[src/rtl/mdu_pkg.sv]
// Shared encodings for the iterative multiply/divide unit.
// Op codes match the controller decode; state codes are reused by debug tooling.
package mdu_pkg;

    typedef enum logic [1:0] {
        OP_MULTU = 2'b00,
        OP_MULT  = 2'b01,
        OP_DIVU  = 2'b10,
        OP_DIV   = 2'b11
    } op_e;

    typedef enum logic [1:0] {
        ST_IDLE = 2'b00,
        ST_RUN  = 2'b01,
        ST_FIX  = 2'b10,
        ST_DONE = 2'b11
    } state_e;

    function automatic logic op_is_div(op_e o);
        return (o == OP_DIVU) || (o == OP_DIV);
    endfunction

    function automatic logic op_is_signed(op_e o);
        return (o == OP_MULT) || (o == OP_DIV);
    endfunction

endpackage

[src/rtl/mdu_signfix.sv]
// Conditional two's-complement negate; used as |x| at operand capture and as sign restore in FIX.
// Purely combinational, no backpressure.
module mdu_signfix #(
    parameter int W = 32
) (
    input  logic [W-1:0] i_val,
    input  logic         i_neg,
    output logic [W-1:0] o_val
);

    assign o_val = i_neg ? (~i_val + 1'b1) : i_val;

endmodule

[src/rtl/mdu_iter.sv]
// Iterative MULT/MULTU/DIV/DIVU with architectural HI/LO: one step per cycle, 32 RUN + 1 FIX.
// done pulses 34 cycles after start is sampled; start and MT writes are dropped while busy.
module mdu_iter
    import mdu_pkg::*;
#(
    parameter int WIDTH = 32
) (
    input  logic             clk,
    input  logic             rst,
    input  logic             start,
    input  logic [1:0]       op,
    input  logic [WIDTH-1:0] rs_val,
    input  logic [WIDTH-1:0] rt_val,
    input  logic             mt_we,
    input  logic             mt_hi,
    input  logic [WIDTH-1:0] mt_data,
    output logic             busy,
    output logic             done,
    output logic [WIDTH-1:0] hi,
    output logic [WIDTH-1:0] lo
);

    localparam int CW = $clog2(WIDTH);
    localparam int AW = 2 * WIDTH + 1;

    state_e           r_state;
    op_e              r_op;
    logic [CW-1:0]    r_cnt;
    logic [AW-1:0]    r_acc;
    logic [WIDTH-1:0] r_opnd;
    logic [WIDTH-1:0] r_hi;
    logic [WIDTH-1:0] r_lo;
    logic             r_neg_q;
    logic             r_neg_r;
    logic             r_busy;
    logic             r_done;

    op_e              w_op;
    logic             w_rs_neg;
    logic             w_rt_neg;
    logic             w_dz;
    logic [WIDTH-1:0] w_rs_abs;
    logic [WIDTH-1:0] w_rt_abs;

    assign w_op     = op_e'(op);
    assign w_rs_neg = op_is_signed(w_op) & rs_val[WIDTH-1];
    assign w_rt_neg = op_is_signed(w_op) & rt_val[WIDTH-1];
    assign w_dz     = op_is_div(w_op) && (rt_val == '0);

    mdu_signfix #(.W(WIDTH)) u_abs_rs (.i_val(rs_val), .i_neg(w_rs_neg), .o_val(w_rs_abs));
    mdu_signfix #(.W(WIDTH)) u_abs_rt (.i_val(rt_val), .i_neg(w_rt_neg), .o_val(w_rt_abs));

    // Multiply: LSB-first shift-add, carry lands in the top bit before the right shift.
    logic [WIDTH:0]   w_mul_sum;
    logic [AW-1:0]    w_mul_next;
    assign w_mul_sum  = r_acc[AW-1:WIDTH] + {1'b0, r_opnd};
    assign w_mul_next = r_acc[0] ? ({w_mul_sum, r_acc[WIDTH-1:0]} >> 1) : (r_acc >> 1);

    // Divide: restoring; quotient bits enter at the bottom as the dividend shifts up.
    logic [AW-1:0]    w_shl;
    logic [WIDTH:0]   w_trial;
    logic             w_fits;
    logic [AW-1:0]    w_div_next;
    assign w_shl      = {r_acc[AW-2:0], 1'b0};
    assign w_trial    = w_shl[AW-1:WIDTH] - {1'b0, r_opnd};
    assign w_fits     = w_shl[AW-1:WIDTH] >= {1'b0, r_opnd};
    assign w_div_next = w_fits ? {w_trial, w_shl[WIDTH-1:1], 1'b1} : w_shl;

    logic [2*WIDTH-1:0] w_prod;
    logic [WIDTH-1:0]   w_quo;
    logic [WIDTH-1:0]   w_rem;

    mdu_signfix #(.W(2*WIDTH)) u_fix_prod (.i_val(r_acc[2*WIDTH-1:0]),     .i_neg(r_neg_q), .o_val(w_prod));
    mdu_signfix #(.W(WIDTH))   u_fix_quo  (.i_val(r_acc[WIDTH-1:0]),       .i_neg(r_neg_q), .o_val(w_quo));
    mdu_signfix #(.W(WIDTH))   u_fix_rem  (.i_val(r_acc[2*WIDTH-1:WIDTH]), .i_neg(r_neg_r), .o_val(w_rem));

    always_ff @(posedge clk) begin
        if (!rst) begin
            r_state <= ST_IDLE;
            r_op    <= OP_MULTU;
            r_cnt   <= '0;
            r_acc   <= '0;
            r_opnd  <= '0;
            r_hi    <= '0;
            r_lo    <= '0;
            r_neg_q <= 1'b0;
            r_neg_r <= 1'b0;
            r_busy  <= 1'b0;
            r_done  <= 1'b0;
        end else begin
            case (r_state)
                ST_IDLE, ST_DONE: begin
                    r_done <= 1'b0;
                    if (mt_we) begin
                        if (mt_hi) r_hi <= mt_data;
                        else       r_lo <= mt_data;
                    end
                    if (start) begin
                        r_state <= ST_RUN;
                        r_busy  <= 1'b1;
                        r_op    <= w_op;
                        r_cnt   <= '0;
                        // Divide-by-zero keeps the raw dividend so it falls out as the remainder.
                        r_acc   <= {{(WIDTH+1){1'b0}}, (w_dz ? rs_val : w_rs_abs)};
                        r_opnd  <= w_rt_abs;
                        r_neg_q <= (w_rs_neg ^ w_rt_neg) & ~w_dz;
                        r_neg_r <= w_rs_neg & op_is_div(w_op) & ~w_dz;
                    end else begin
                        r_state <= ST_IDLE;
                    end
                end
                ST_RUN: begin
                    r_acc <= op_is_div(r_op) ? w_div_next : w_mul_next;
                    r_cnt <= r_cnt + 1'b1;
                    if (r_cnt == CW'(WIDTH - 1)) r_state <= ST_FIX;
                end
                ST_FIX: begin
                    if (op_is_div(r_op)) begin
                        r_hi <= w_rem;
                        r_lo <= w_quo;
                    end else begin
                        {r_hi, r_lo} <= w_prod;
                    end
                    r_state <= ST_DONE;
                    r_busy  <= 1'b0;
                    r_done  <= 1'b1;
                end
                default: r_state <= ST_IDLE;
            endcase
        end
    end

    assign busy = r_busy;
    assign done = r_done;
    assign hi   = r_hi;
    assign lo   = r_lo;

endmodule

[config.mk]
export PLATFORM = sky130hd
export DESIGN_NAME = mdu_iter
export DESIGN_NICKNAME = d
export VERILOG_FILES = /design/src/rtl/mdu_pkg.sv /design/src/rtl/mdu_signfix.sv /design/src/rtl/mdu_iter.sv
export SDC_FILE = /design/constraint.sdc
export NUM_CORES = 1
export LEC_CHECK = 0
export ABC_AREA = 1
export BUFFER_PORTS_ARGS = -buffer_cell sky130_fd_sc_hd__buf_2
export CAP_MARGIN = 30
export CELL_PAD_IN_SITES_DETAIL_PLACEMENT = 0
export CELL_PAD_IN_SITES_GLOBAL_PLACEMENT = 1
export CORE_MARGIN = 2
export CORE_UTILIZATION = 42
export CTS_CLUSTER_SIZE = 16
export DETAILED_ROUTE_END_ITERATION = 8
export PLACE_DENSITY = 0.91
export SETUP_SLACK_MARGIN = 0.4
export SLEW_MARGIN = 20
export SYNTH_ARGS = -nofsm -noshare
export SYNTH_HDL_FRONTEND = slang
export SYNTH_HIERARCHICAL = 1
export SYNTH_SLANG_ARGS = --single-unit
[constraint.sdc]
create_clock -name clk -period 3.2 [get_ports clk]
set_input_delay 0.16 -clock clk [delete_from_list [all_inputs] [get_ports clk]]
set_output_delay 0.16 -clock clk [all_outputs]
set_load 0.01 [all_outputs]
==> flow_summary.toml, run 1 <==
[worst_setup_path]
crit_top_cell = "nand2_1"
cp_max_fo = 12
crit_chain = "buf_4, ha_1, nand2_1, nor2_1, inv_1, nor3_1, and2_1, nand2_1, nand3b_1, nand3_1, nand2_1, nand3_1, a21oi_1"
critPathBufInv = 2
endpoint_kind = "flip-flop"
critPathArrivalTime_ps = 3100
required_ps = 3620
path_delay_family = "simple AND/OR/NAND/NOR gates"
critPathLaunchType = "flip-flop"
crit_slowest_cell = "ha_1"
max_stage_delay_ps = 410
crit_type = "flip-flop to flip-flop"

[grt]
grt_pass1_vias = 22100
grt_overflow = 0
antenna_found_initial = 0
grt_max_degree = 147
grt_first_pass_wirelength_um = 125000
grtUsageTotal_pct = 30.3

[cells_and_area]
final_layout_size_suffix_gt1_share_pct = 11.1
fill_cells = 5575
fin_util_pct = 46.9
antenna_cells = 0
multiInputGateArea_um2 = 15300
final_cells = 4678
regArea_um2 = 3480
area_delta_synth_final_pct = 10.7
fin_nets = 4172

[timing]
worst_slew_pin_slew_ps = 822
min_period_over_period_pct = 83.9
fin_setup_tns_ps = 0
drv_slew = 0
fmax_mhz = 373
fin_crit_ps = 2680
clock_skew_ps = 16.4
max_slew_margin_pct = 45.2
hold_viol = 0
whs_ps = 60.1
rsz0062_at_grt = "true"
setup_viol_count_final = 0

[routing]
first_pass_iters = 6
antenna_left = 0
drc = 0
drt_iter0_markers = 2483
wire_per_inst_um = 17.3
routed_wl_um = 81200
vias_per_cell = 5.35
vias = 25000

[clock_tree]
cts_tree = "done"
cts.htree.levels = 4
cts_buffer_depth = 2
clkTransAtPathRegs_ps = 80
clkSinkCount = 173
clk_latency_ps = 500
cts_inserted_buffers = 17
clockRootBuffer = "clkbuf_16"

[synthesis]
synth_seq_area_share_pct = 16.4
yosys_warnings = 6
yosys_most_used_dff = "dfxtp_1"
async_reset_ff_share_pct = 0
syn_inst = 3885
synth_cell_types = 44
synth_edf_count = 0
synth_area_um2 = 21200
synth_seq_cells = 173
avgSynthCellArea_um2 = 5.45
synth_nets = 4064

[die]
die_x_um = 228
rows = 82
ios = 169
start_util_pct = 42.3
die_y_um = 228
core_area_um2 = 50000
dieArea_um2 = 52200

[power_and_ir_drop]
p_int_mw = 7.36
p_per_area_nw_per_um2 = 738
ir_worst_vdd_uv = 692
report.power.total_mw = 17.3
combPwrFrac_pct = 65.9
power_leakage_nw = 12.1
p_switching_mw = 9.93
clkPwrFrac_pct = 13.0
seqPwrFrac_pct = 21.0
p_sw_share_pct = 57.4

[min_path]
worstHoldPathType = "input port to flip-flop"

[place]
place.gp.congestion = 0.975
io_buffers = 168
dpl.cell_count = 4642
dp_hpwl_um = 63300

[outcome]
status = "finished, final reports clean"

[flow_run]
cap_violations = 0
## metrics by stage
| step | area [um2] | setup WS [ps] |
|---|---|---|
| 6_report | 23400 | 516 |
| 5_1_grt | 23400 | 397 |
| 4_1_cts | 23400 | 426 |
| 3_5_place_dp | 22700 | 381 |
| 3_3_place_gp | 22700 | 502 |
| 2_1_floorplan | 21200 | 941 |
## cell usage after synthesis (25+ instances only)
library cell  count  area share, %
nand2_1        1341             24
inv_1           467            8.3
nor2_1          423            7.5
a21oi_1         306            7.2
o21ai_0         240            5.7
nand3_1         236            5.6
dfxtp_1         173             16
clkbuf_1         95            1.7
ha_1             74            4.4
xor2_1           55            2.3
xnor2_1          50            2.1
nor2_2           48            1.4
nand4_1          46            1.4
nor2_4           35            1.9
o21bai_1         34            1.2
a31oi_1          33           0.98
nand2_2          26           0.77
nand3b_1         25           0.89
## logic make-up (layout without fill, tap and decap cells)
kind of cell               after synthesis  count (layout)  synth area share [%]
xor gates and xnor gates               106             106                  4.42
DFF                                    173             173                  16.4
and+or+nand+nor                       2230            2230                  45.5
buffers and inverters                  626             747                  11.7
AOI/OAI and AO/OA                      674             674                  17.5
adders and majority gates               76              76                  4.57
## sequential cells by signal, summed over array words and instances, names as in the netlist
name and count:
r_opnd 32, r_cnt 5, done 1, hi 32, r_neg_q 1, busy 1, r_op 1, r_acc 65
r_state 2, r_neg_r 1, lo 32
## cell usage in the layout (no fill, tap or decap), types with 56 or more instances in the layout
cell,count
dfxtp_1,168
a21oi_1,306
inv_1,467
o21ai_0,240
nand3_1,236
nand2_1,1339
buf_4,56
buf_2,167
nor2_1,423
ha_1,73
## power by group through the flow
stage	sequential [mW]	combinational [mW]	clock [mW]
after detailed placement	3.63	11.1	0
after CTS	3.59	11.1	2.28
after floorplan	3.49	7.85	0
final	3.63	11.4	2.25
after global routing	3.69	12.6	2.36
after global placement	3.62	11.0	0
## cell type report
cell class,instances,share of cell area (%)
Clock inverter,15,0.924
Inverter,486,7.88
Clock buffer,17,1.82
Sequential cell,173,14.8
Timing Repair Buffer,229,5.83
Multi-Input combinational cell,3086,65.1
Tap cell,672,3.59
## final timing paths
path | start | cells past startpoint | slack, ps | to
min reg2reg | r_opnd[16] | 2 | 480 | r_opnd[16]
max reg2reg | r_acc[57] | 13 | 520 | r_acc[62]
min | rt_val[0] | 3 | 60 | r_opnd[0]
max | r_acc[57] | 13 | 520 | r_acc[62]
## tightest hold or removal path, cell delays in order
cell,delay [ps]
buf_2,110
o21ai_0,140
nor2_1,110
## routing by layer
| metal | global-route usage (%) | share of wire [%] | up-vias | routed length [um] |
|---|---|---|---|---|
| met5 | 0 | 0 | - | 0 |
| met4 | 8.01 | 2.3 | 0 | 1870 |
| met3 | 5.05 | 8.8 | 110 | 7160 |
| met2 | 45.5 | 42 | 1032 | 34400 |
| met1 | 44.3 | 46 | 11400 | 37700 |
| li1 | - | - | 12500 | - |
## timing repair
action	CTS	global route
hold buffers	1	0
pin swaps	0	2
setup endpoints to repair	12	25
setup buffers	0	3
resized for setup	1	5
endpoints found under the hold margin	2	0
Note: power is estimated with default switching activity, not from simulation.
==> run 2: changes to the inputs <==
clock period = 2.53 ns   (was 3.2 ns; I/O delays follow)
==> run 2 against run 1 <==
  * Clock power rose by 24%
  * Clock skew rose by 7.3 ps
  * Maximum frequency rose by 17%
  * Critical endpoint is now r_acc[59]
  * Highest routed layer unchanged
==> flow_summary.toml, run 2 (synthesis results as in run 1) <==
[routing]
drc = 0
first_pass_iters = 6
routed_wl_um = 86500
vias = 26400
antenna_left = 0
vias_per_cell = 5.47
wire_per_inst_um = 17.9
drt_iter0_markers = 2905

[place]
dpl.cell_count = 4738
placed_cell_area_um2 = 23500
dp_hpwl_um = 65800
io_buffers = 168
pre_cts_slack_ps = 46.3
place.gp.congestion = 1.05

[power_and_ir_drop]
p_per_area_nw_per_um2 = 940
ir_worst_vdd_uv = 785
power_leakage_nw = 13.1

[timing]
clock_skew_ps = 23.7
setup_viol_count_final = 0
fin_setup_tns_ps = 0
setup_slack_ps = 237
fmax_mhz = 436
max_slew_margin_pct = 50.3
fin_crit_ps = 2290
rsz0062_at_grt = "true"
worst_slew_pin_slew_ps = 745
hold_viol = 0
drv_slew = 0
min_period_over_period_pct = 90.6

[clock_tree]
cts.htree.levels = 4
clkSinkCount = 173
clk_latency_ps = 500
cts_tree = "done"
clockRootBuffer = "clkbuf_16"
cts_inserted_buffers = 17
cts_buffer_depth = 2
clkTransAtPathRegs_ps = 80

[grt]
grt_first_pass_wirelength_um = 133000
grt_max_degree = 147
grt_pass1_vias = 23500
grtUsageTotal_pct = 32.0
grt_overflow = 0
antenna_found_initial = 0

[die]
die_y_um = 228
start_util_pct = 42.3
dieArea_um2 = 52200
die_x_um = 228
rows = 82
ios = 169
core_area_um2 = 50000

[cells_and_area]
fin_nets = 4325
fill_cells = 5176
final_layout_size_suffix_gt1_share_pct = 23.5
area_delta_synth_final_pct = 25.5
final_area_um2 = 26600
largest-register = "r_acc"
antenna_cells = 0
final_common_cell = "nand2_1"
final_cells = 4831
largest_reg_flops = 65
final_cell_mix = "nand2_1, inv_1, nor2_1, a21oi_1, o21ai_0"

[worst_setup_path]
endpoint_kind = "flip-flop"
critPathLaunchType = "flip-flop"
critPathArrivalTime_ps = 2700
reg2reg_from = "r_opnd[23]"
critPathLaunch = "r_opnd[23]"
reg2reg_depth = 17
crit_type = "flip-flop to flip-flop"
cp_max_fo = 6
r2r_setup_slack_ps = 240
r2r-end = "r_acc[59]"
required_ps = 2940

[min_path]
min_from = "mt_data[11]"
worstHoldPathType = "input port to flip-flop"
hold-path-endpoint = "lo[11]"
holdPathStages = 5

[flow_run]
cap_violations = 0

[outcome]
status = "finished, final reports clean"
## run 2: cell types whose count changed in the layout (fill, tap and decap cells not counted), moves of 51 or more
cell / delta
ha_4: +51
nand2_2: +78
nand2_1: -95
ha_1: -55
buf_4: +120
dfxtp_1: -72
## run 2: cell type report
type | count | area (um2) | area share [%]
clock buffer | 17 | 425 | 1.60
clock inverter | 15 | 189 | 0.712
inverter | 486 | 1860 | 6.99
multi-input combinational | 3088 | 16900 | 63.7
sequential | 173 | 3620 | 13.7
tap | 672 | 841 | 3.17
timing repair buffer | 380 | 2710 | 10.2
## run 2: how the worst max path moves through the flow
stage | endpoint | cells past startpoint
after floorplan | r_acc[63] | 16
after global placement | r_acc[54] | 15
after detailed placement | r_acc[54] | 15
after CTS | r_acc[48] | 14
after global routing | r_acc[61] | 18
final | r_acc[59] | 17
## run 2: worst max-delay path: stages (launching register included)
cell,delay [ps]
dfxtp_2,350
inv_2,60
ha_4,250
buf_6,120
nand2_4,70
nor2_4,50
buf_4,130
a21oi_4,150
nor2_4,70
nor2_4,250
buf_6,160
clkbuf_16,150
nand3_1,80
nand2_1,60
inv_1,40
nand2_1,50
nand3_1,60
a21oi_1,120
## run 2: where the power goes
part | switching (mW) | leakage, nW | internal, mW
Clock | 1.44 | 0.298 | 1.35
Sequential | 1.05 | 1.46 | 3.58
Combinational | 11.4 | 11.3 | 6.19
Total | 13.8 | 13.1 | 11.1
## run 2: metal layers
layer	vias to the layer above	global-route usage, %	part of all wire [%]
li1	12900	-	-
met1	12000	45.5	44
met2	1362	49.7	43
met3	172	5.14	9.7
met4	0	9.42	2.9
met5	-	0	0
## run 2: through the flow
stage | power, mW | hold WS, ps | utilization (%)
after floorplan | 14.3 | 271 | -
after global placement | 19.3 | 447 | 47.1
after detailed placement | 19.4 | 447 | 47.1
after CTS | 23.4 | 0.495 | 51.1
after global routing | 26.7 | 59.1 | 53.1
final | 25.0 | 36.3 | 53.1
## run 2: repair_timing
item	4_1_cts	5_1_grt
resized for setup	267	242
pin swaps	43	101
endpoints found under the hold margin	2	0
buffers inserted	35	22
hold buffers	1	0
setup endpoints to repair	43	102
cloned	2	1
